<file path="src/rtl/mext_mul_arbiter.sv">
// mext_mul_arbiter: shares one multi-cycle multiplier between two valid/ready requesters.
// Round-robin grant, operands held stable while the multiplier works, timeout watchdog.
// Optional 1-entry result cache enabled by defining MEXT_RESULT_CACHE_EN.
module mext_mul_arbiter #(
    parameter int unsigned XLEN    = 32,
    parameter int unsigned TIMEOUT = 64,
    parameter int unsigned TW      = 7
) (
    input  logic            clk,
    input  logic            rst,
    input  logic            r0_req_valid,
    output logic            r0_req_ready,
    input  logic [2:0]      r0_op,
    input  logic [XLEN-1:0] r0_a,
    input  logic [XLEN-1:0] r0_b,
    output logic            r0_resp_valid,
    input  logic            r0_resp_ready,
    output logic [XLEN-1:0] r0_res,
    output logic            r0_err,
    input  logic            r1_req_valid,
    output logic            r1_req_ready,
    input  logic [2:0]      r1_op,
    input  logic [XLEN-1:0] r1_a,
    input  logic [XLEN-1:0] r1_b,
    output logic            r1_resp_valid,
    input  logic            r1_resp_ready,
    output logic [XLEN-1:0] r1_res,
    output logic            r1_err,
    output logic [2:0]      mulsel,
    output logic [XLEN-1:0] a,
    output logic [XLEN-1:0] b,
    input  logic            ready,
    input  logic [XLEN-1:0] res
);

    typedef enum logic [1:0] {StIdle, StIssue, StBusy, StResp} state_e;

    state_e            state_q, state_d;
    logic              gnt_q, gnt_d;
    logic              ptr_q, ptr_d;
    logic [2:0]        op_q, op_d;
    logic [XLEN-1:0]   a_q, a_d, b_q, b_d;
    logic [TW-1:0]     cnt_q, cnt_d;
    logic [XLEN-1:0]   res0_q, res0_d, res1_q, res1_d;
    logic              err0_q, err0_d, err1_q, err1_d;

    logic              any_valid;
    logic              sel;
    logic [2:0]        sel_op;
    logic [XLEN-1:0]   sel_a, sel_b;
    logic              wr_en, wr_err;
    logic [XLEN-1:0]   wr_res;
    logic              hit;
    logic [XLEN-1:0]   hit_res;

    // Round-robin pick: on a tie the port not granted last time wins.
    always_comb begin
        any_valid = r0_req_valid | r1_req_valid;
        if (r0_req_valid && r1_req_valid) begin
            sel = ~ptr_q;
        end else begin
            sel = r1_req_valid;
        end
        sel_op = sel ? r1_op : r0_op;
        sel_a  = sel ? r1_a  : r0_a;
        sel_b  = sel ? r1_b  : r0_b;
    end

`ifdef MEXT_RESULT_CACHE_EN
    logic            cache_vld_q;
    logic [2:0]      cache_op_q;
    logic [XLEN-1:0] cache_a_q, cache_b_q, cache_res_q;
    logic            fill;

    // Only a real multiplier completion fills the entry; timeouts and illegal ops never do.
    assign fill = (state_q == StBusy) && ready;

    // One-entry result cache, refreshed on every successful multiplier completion.
    always_ff @(posedge clk or negedge rst) begin
        if (!rst) begin
            cache_vld_q <= 1'b0;
            cache_op_q  <= 3'b000;
            cache_a_q   <= '0;
            cache_b_q   <= '0;
            cache_res_q <= '0;
        end else if (fill) begin
            cache_vld_q <= 1'b1;
            cache_op_q  <= op_q;
            cache_a_q   <= a_q;
            cache_b_q   <= b_q;
            cache_res_q <= res;
        end
    end

    assign hit     = cache_vld_q && (sel_op == cache_op_q) && (sel_a == cache_a_q) &&
                     (sel_b == cache_b_q);
    assign hit_res = cache_res_q;
`else
    assign hit     = 1'b0;
    assign hit_res = '0;
`endif

    // Next-state, grant handshake and result write-back.
    always_comb begin
        state_d      = state_q;
        gnt_d        = gnt_q;
        ptr_d        = ptr_q;
        op_d         = op_q;
        a_d          = a_q;
        b_d          = b_q;
        cnt_d        = cnt_q;
        res0_d       = res0_q;
        res1_d       = res1_q;
        err0_d       = err0_q;
        err1_d       = err1_q;
        r0_req_ready = 1'b0;
        r1_req_ready = 1'b0;
        wr_en        = 1'b0;
        wr_err       = 1'b0;
        wr_res       = '0;

        case (state_q)
            StIdle: begin
                if (any_valid) begin
                    if (sel) r1_req_ready = 1'b1;
                    else     r0_req_ready = 1'b1;
                    gnt_d = sel;
                    ptr_d = sel;
                    op_d  = sel_op;
                    a_d   = sel_a;
                    b_d   = sel_b;
                    if (sel_op == 3'b000) begin
                        wr_en   = 1'b1;
                        wr_err  = 1'b1;
                        state_d = StResp;
                    end else if (hit) begin
                        wr_en   = 1'b1;
                        wr_res  = hit_res;
                        state_d = StResp;
                    end else begin
                        state_d = StIssue;
                    end
                end
            end
            StIssue: begin
                // ready may still reflect the previous operation here, so it is ignored
                cnt_d   = '0;
                state_d = StBusy;
            end
            StBusy: begin
                cnt_d = cnt_q + TW'(1);
                if (ready) begin
                    wr_en   = 1'b1;
                    wr_res  = res;
                    state_d = StResp;
                end else if (cnt_q == TW'(TIMEOUT - 1)) begin
                    wr_en   = 1'b1;
                    wr_err  = 1'b1;
                    state_d = StResp;
                end
            end
            StResp: begin
                if (gnt_q ? r1_resp_ready : r0_resp_ready) state_d = StIdle;
            end
            default: state_d = StIdle;
        endcase

        if (wr_en) begin
            if (gnt_d) begin
                res1_d = wr_res;
                err1_d = wr_err;
            end else begin
                res0_d = wr_res;
                err0_d = wr_err;
            end
        end
    end

    // State registers; pointer resets to 1 so requester 0 wins the first tie.
    always_ff @(posedge clk or negedge rst) begin
        if (!rst) begin
            state_q <= StIdle;
            gnt_q   <= 1'b0;
            ptr_q   <= 1'b1;
            op_q    <= 3'b000;
            a_q     <= '0;
            b_q     <= '0;
            cnt_q   <= '0;
            res0_q  <= '0;
            res1_q  <= '0;
            err0_q  <= 1'b0;
            err1_q  <= 1'b0;
        end else begin
            state_q <= state_d;
            gnt_q   <= gnt_d;
            ptr_q   <= ptr_d;
            op_q    <= op_d;
            a_q     <= a_d;
            b_q     <= b_d;
            cnt_q   <= cnt_d;
            res0_q  <= res0_d;
            res1_q  <= res1_d;
            err0_q  <= err0_d;
            err1_q  <= err1_d;
        end
    end

    assign mulsel        = (state_q == StIssue || state_q == StBusy) ? op_q : 3'b000;
    assign a             = a_q;
    assign b             = b_q;
    assign r0_resp_valid = (state_q == StResp) && !gnt_q;
    assign r1_resp_valid = (state_q == StResp) && gnt_q;
    assign r0_res        = res0_q;
    assign r0_err        = err0_q;
    assign r1_res        = res1_q;
    assign r1_err        = err1_q;

endmodule

</file>
<file path="config.mk">
export PLATFORM = sky130hd
export DESIGN_NAME = mext_mul_arbiter
export DESIGN_NICKNAME = d
export VERILOG_FILES = /design/src/rtl/mext_mul_arbiter.sv
export SDC_FILE = /design/constraint.sdc
export NUM_CORES = 1
export LEC_CHECK = 0
export CAP_MARGIN = 5
export CORE_ASPECT_RATIO = 0.9
export CORE_MARGIN = 2
export CORE_UTILIZATION = 35
export DETAILED_ROUTE_END_ITERATION = 6
export PLACE_DENSITY = 0.7
export SETUP_SLACK_MARGIN = 0.4
export SLEW_MARGIN = 0
export SYNTH_ARGS = -nofsm -noshare
export SYNTH_HDL_FRONTEND = slang
export SYNTH_SLANG_ARGS = --single-unit
</file>
<file path="constraint.sdc">
create_clock -name clk -period 2.81 [get_ports clk]
set_input_delay 0.843 -clock clk [delete_from_list [all_inputs] [get_ports clk]]
set_output_delay 0.843 -clock clk [all_outputs]
set_load 0.01 [all_outputs]
</file>
After elaboration in Yosys (flattened, before gate mapping)
Cells that the tools add are included.
Operators by class
  multiply operators: 0
  equal/unequal tests: 7
  div/mod/pow operators: 0
  add/sub/neg operators: 1
  order comparisons: 0
  reductions and logical operators: 12
  shifts and indexed selects: 0
  muxes and demuxes: 30
  bitwise logic cells: 3
Operator list (count)
  32-bit 2-to-1 mux: 4
  1-bit 2-to-1 mux: 15
  7-bit one-hot mux with 2 select lines: 1
  2-bit 2-to-1 mux: 5
  2-bit one-hot mux with 4 select lines: 1
  7-bit by 1-bit adder with 7-bit output (second input constant): 1
  7-bit by 6-bit == test with 1-bit output (second input constant): 1
  3-bit 2-to-1 mux: 2
  2-bit AND reduction: 3
  2-bit == test (second input constant): 2
  2-bit != test (second input constant): 2
  1-bit one-hot mux with 2 select lines: 2
  1-bit logical AND: 3
  3-bit zero test: 1
  3-bit != test (second input constant): 1
  3-bit AND reduction: 1
  2-bit by 1-bit == test with 1-bit output (second input constant): 1
  2-bit zero test: 1
  1-bit inverter: 2
  2-bit nonzero test: 1
  1-bit zero test: 1
  1-bit logical OR: 1
  1-bit OR: 1
Word-level totals
  RAM bits: 0
  memories: 0
  register bits after elaboration: 144
  bits in latches: 0
  word-level logic and storage cells: 64
  output and inout port bits: 137
  input bits: 173
  ROM bits: 0

Depth between registers and ports, before layout
  depth after elaboration: 8
  gate-level depth with buffers: 10
  mapped depth without buffers: 7

Least setup slack after synthesis
OpenSTA, ideal clock, no wires.
  path kind: in2out
  start: in r1_req_valid
  end: out r1_req_ready
  path buffers: 3
  data required time: 1967 ps
  arrival time: 1803 ps
  cell stages on the path: 5
  path slack: 164 ps
  cell sequence: a21boi_2 -> buf_2 -> and2_1 -> buf_2 -> buf_2
Between the ends
  longest elaborated chain between the ends: 5
  elaborated cells on any way between the ends: 6
  those cells by class: mux (4); bitwise (1); reduce/logical (1)
RTL lines
  from (decl): RTL line 20  | input logic r1_req_valid,
  1-bit logical AND: RTL line 59  | if (r0_req_valid && r1_req_valid) begin
  1-bit 2-to-1 mux: RTL line 59
  1-bit 2-to-1 mux: RTL line 125  | if (sel) r1_req_ready = 1'b1;
  1-bit 2-to-1 mux (*): RTL line 124  | if (any_valid) begin
  1-bit 2-to-1 mux (*): RTL line 122  | case (state_q)
  to (decl): RTL line 21  | output logic r1_req_ready,
Every way passes the cells marked *; elsewhere a longest branch is shown, timed or not.

Worst setup path after layout
  start: in r0_req_valid
  end: out r1_req_ready
Between the ends
  longest elaborated chain between the ends: 5
  elaborated cells on any way between the ends: 6
  those cells by class: mux (4); bitwise (1); reduce/logical (1)
RTL lines
  from (decl): RTL line 11  | input logic r0_req_valid,
  1-bit logical AND: RTL line 59
  1-bit 2-to-1 mux: RTL line 59
  1-bit 2-to-1 mux: RTL line 125
  1-bit 2-to-1 mux (*): RTL line 124
  1-bit 2-to-1 mux (*): RTL line 122
Marked as above.

==> results.md <==
- Max Clock Freq: 0.420 GHz
- Wire length per cell: about 18 um
- Maximum VDD drop: between 0.5 and 0.6 mV
- Final Hold Viols: 0
- 1st-iter DRT viols: approximately 480
- Drt drc: 0
- Buffers & Inverters on Critical Path: 2
- Die Area: 20,100 um^2
- Fin Setup TNS: 0 ns
- Crit-path slowest cell: clkdlybuf4s15_2
- Total leakage power: 4.92 nW
- Average size of a mapped cell: a little under 10 um^2
- Area contributors post-synth: dfrtp_1 (54%), mux2i_1 (6.9%), inv_1 (5.4%), nand2_1 (4.6%), o21ai_0 (3.9%)
- First-pass detailed-route iteration total: 6
- Largest net degree at the start of global routing: 90
- CTS clk-pin slew, worst paths: 0.06 ns
- Die Ht: between 100 and 150 um
- Initial Utilization: between 30 and 40%
- Core Region: 18,500 um^2
- Skew-Pair Late Insertion Delay: 0.42 ns
- CTS tree: built
- Max Cap Violations: 0
- Fillers: between 1,500 and 2,000
- Layout cells sized above 1: under 10%
- Vias: around 6,200
- Num CTS Buffers: 17
- Mapped Cells: between 600 and 700
- Crit-path max cell delay: about 0.21 ns
- Routability congestion estimate: 0.844
- Worst Max-Slew Pin Slew: between 0.5 and 0.6 ns
- I/O Buffers: about 310
- Clock root buffer master: clkbuf_16
- Yosys top cell by area: dfrtp_1
- Post-DP HPWL: approximately 16,000 um
- CTS Buffer Depth: 2
- Ys Warns: 0
- Final setup vio count: 0
- Clk sinks: ~140
- Worst Clk Skew: roughly 0.0098 ns
- I/O pin cnt: slightly above 300
- Multi-input logic area: between 2000 and 3000 um^2
- #FFs+latches synth: 144
- Min cycle time layout: 2.38 ns
- Final ANT Viol Nets: 0
- Max Slew Vio Count: 0
- GRT Total Usage: 22.4%
- FF-to-FF setup slack: ~0.75 ns
- Crit-path cells: clkdlybuf4s15_2, a21boi_4, and2_4, buf_6
- Final layout net count: roughly 1,200
- DR vias/cell: 5.04
- Power Dens Cells: 1070 nW/um^2
- Max_slew headroom: between 60% and 70%
- Status: completed
- RSZ-0062 raised after global routing: no
- Hold Crit Class: input port to asynchronous set/reset pin
- Sequential share of the synthesized area: a little over half
- Pwr Total: around 11 mW
- CP Launch Type: input port
- Area Growth Syn to Fin: 61.7%
- Reg area: ~3600 um^2
- Initial antenna violation count: 0
- CP top delay family: buffers and inverters
- Crit Path Max Fanout: 3
- First-pass GRT wire length: 34,700 um
- Rows: 47
- Unique masters post-synth: 40
- Clock H-tree levels: 4
- Kind of end point of the critical path: output pin
- Mapped Nets: 849
- Syn Std Cell Area: about 6700 um^2
- CP required: between 1.5 and 2 ns
- Die W: approximately 150 um
- Crit path kind: input port to output pin
- Post-synth top area share: approximately 54%
- Number of global-route vias before repair: 6,268
- Final Cycle Share: 84.7%
- Ant. Diodes: 0
- End-of-flow core utilization: between 50% and 60%
- Overflow after GRT: 0
- Crit path DAT: between 1.5 and 2 ns
- WL final: around 22,000 um
-- registers in the layout, indices dropped and copies added (netlist names) --
signal and count:
r1_err 1, state_q 2, r1_res 32, ptr_q 1
r0_res 32, r0_err 1, gnt_q 1, op_q 3
a 32, cnt_q 7, b 32
-- placed cells by master (no fill, tap or decap), types with 3 or more instances in the layout --
cell	n
o211ai_1	32
clkinvlp_4	3
a22oi_1	33
and2_1	4
buf_4	22
buf_12	7
clkbuf_16	17
nor2_1	9
inv_2	3
nor2b_1	3
nand2_1	81
nand3_1	4
clkbuf_8	3
buf_2	3
a222oi_1	24
inv_1	93
buf_6	4
clkdlybuf4s50_1	299
dfrtp_1	143
ha_1	3
nand4_1	33
o21ai_1	28
o21ai_0	52
mux2i_1	46
-- through the flow --
stage / std cells / hold slack, ns / instance area, um^2 / setup slack (ns)
after floorplan: 672 / 0.442 / 6680 / 0.360
after CTS: 1234 / 0.306 / 10800 / 0.394
final: 1234 / 0.310 / 10800 / 0.429
after global placement: 1202 / 0.455 / 10200 / -0.310
after global routing: 1234 / 0.317 / 10800 / 0.410
after detailed placement: 1202 / 0.467 / 10200 / -0.313
-- power by group --
| part | switching (mW) | internal, mW |
|---|---|---|
| combinational | 2.77 | 2.90 |
| sequential | 0.591 | 2.98 |
| clock | 0.867 | 1.37 |
-- cells by family after synthesis --
| family | count (synthesis) | share of synthesized area [%] |
|---|---|---|
| buf+inv | 148 | 8.80 |
| fa+ha+maj | 4 | 0.752 |
| mux | 48 | 7.26 |
| simple gates | 142 | 9.89 |
| compound gates | 185 | 19.0 |
| xor+xnor | 1 | 0.132 |
| flops | 144 | 54.2 |
-- final timing paths --
kind | from | endpoint | cells past startpoint
min in group clk | a[19]$_DFFE_PN0P_ | a[19]$_DFFE_PN0P_ | 2
hold reg to reg | a[19]$_DFFE_PN0P_ | a[19]$_DFFE_PN0P_ | 2
hold / removal | rst | b[0]$_DFFE_PN0P_ | 1
setup / recovery | r0_req_valid | r1_req_ready | 4
max in group asynchronous | rst | b[30]$_DFFE_PN0P_ | 2
setup reg to reg | state_q[1]$_DFFE_PN0P_ | r1_res[24]$_DFFE_PN0P_ | 8
-- layer usage --
layer	GRT usage [%]	vias up	share of wire [%]
met5	0	-	0
met2	36.1	197	49
li1	-	2971	-
met1	29.8	3004	43
met4	8.47	0	3.0
met3	4.63	43	5.1
-- synthesized netlist by cell type --
| master | number |
|---|---|
| a21boi_2 | 1 |
| a21o_1 | 2 |
| a21oi_1 | 2 |
| a221oi_1 | 2 |
| a221oi_2 | 1 |
| a222oi_1 | 24 |
| a22oi_1 | 33 |
| a22oi_2 | 1 |
| a31o_1 | 1 |
| a31oi_1 | 1 |
| a32oi_1 | 1 |
| and2_1 | 5 |
| buf_1 | 3 |
| buf_2 | 24 |
| clkbuf_1 | 25 |
| dfrtp_1 | 143 |
| dfstp_2 | 1 |
| ha_1 | 4 |
| inv_1 | 95 |
| inv_2 | 1 |
| mux2_2 | 2 |
| mux2i_1 | 46 |
| nand2_1 | 81 |
| nand3_1 | 4 |
| nand3b_1 | 1 |
| nand4_1 | 33 |
| nor2_1 | 10 |
| nor2b_1 | 3 |
| nor3_1 | 1 |
| nor3b_1 | 1 |
| nor4_1 | 1 |
| o211ai_1 | 32 |
| o21ai_0 | 52 |
| o21ai_1 | 29 |
| o22ai_1 | 1 |
| o31ai_1 | 1 |
| o41ai_1 | 1 |
| or3_1 | 1 |
| or4_1 | 1 |
| xor2_1 | 1 |
-- timing repair --
item,in CTS,in global routing
buffers inserted,2,0
pin swaps,2,2
hold buffers,0,0
gates resized for setup,33,3
setup endpoints to repair,80,49
hold endpoints to repair,0,0
-- area by class of cell --
class,instances,share of cell area [%]
clock buffers,21,4.37
clock inverters,9,1.02
inverters,96,3.35
multi-input cells,380,23.4
flip-flops and latches,144,33.5
well taps,245,2.85
repair buffers,339,31.5
-- worst register-to-register path, stage by stage, from the launching register on --
cell and delay, ns:
dfrtp_1 0.40, buf_4 0.15, ha_1 0.20, buf_4 0.24, nand2_1 0.22, o41ai_1 0.10, a31o_2 0.27, buf_12 0.19
o211ai_1 0.21
Note: power is estimated with default switching activity, not from simulation.
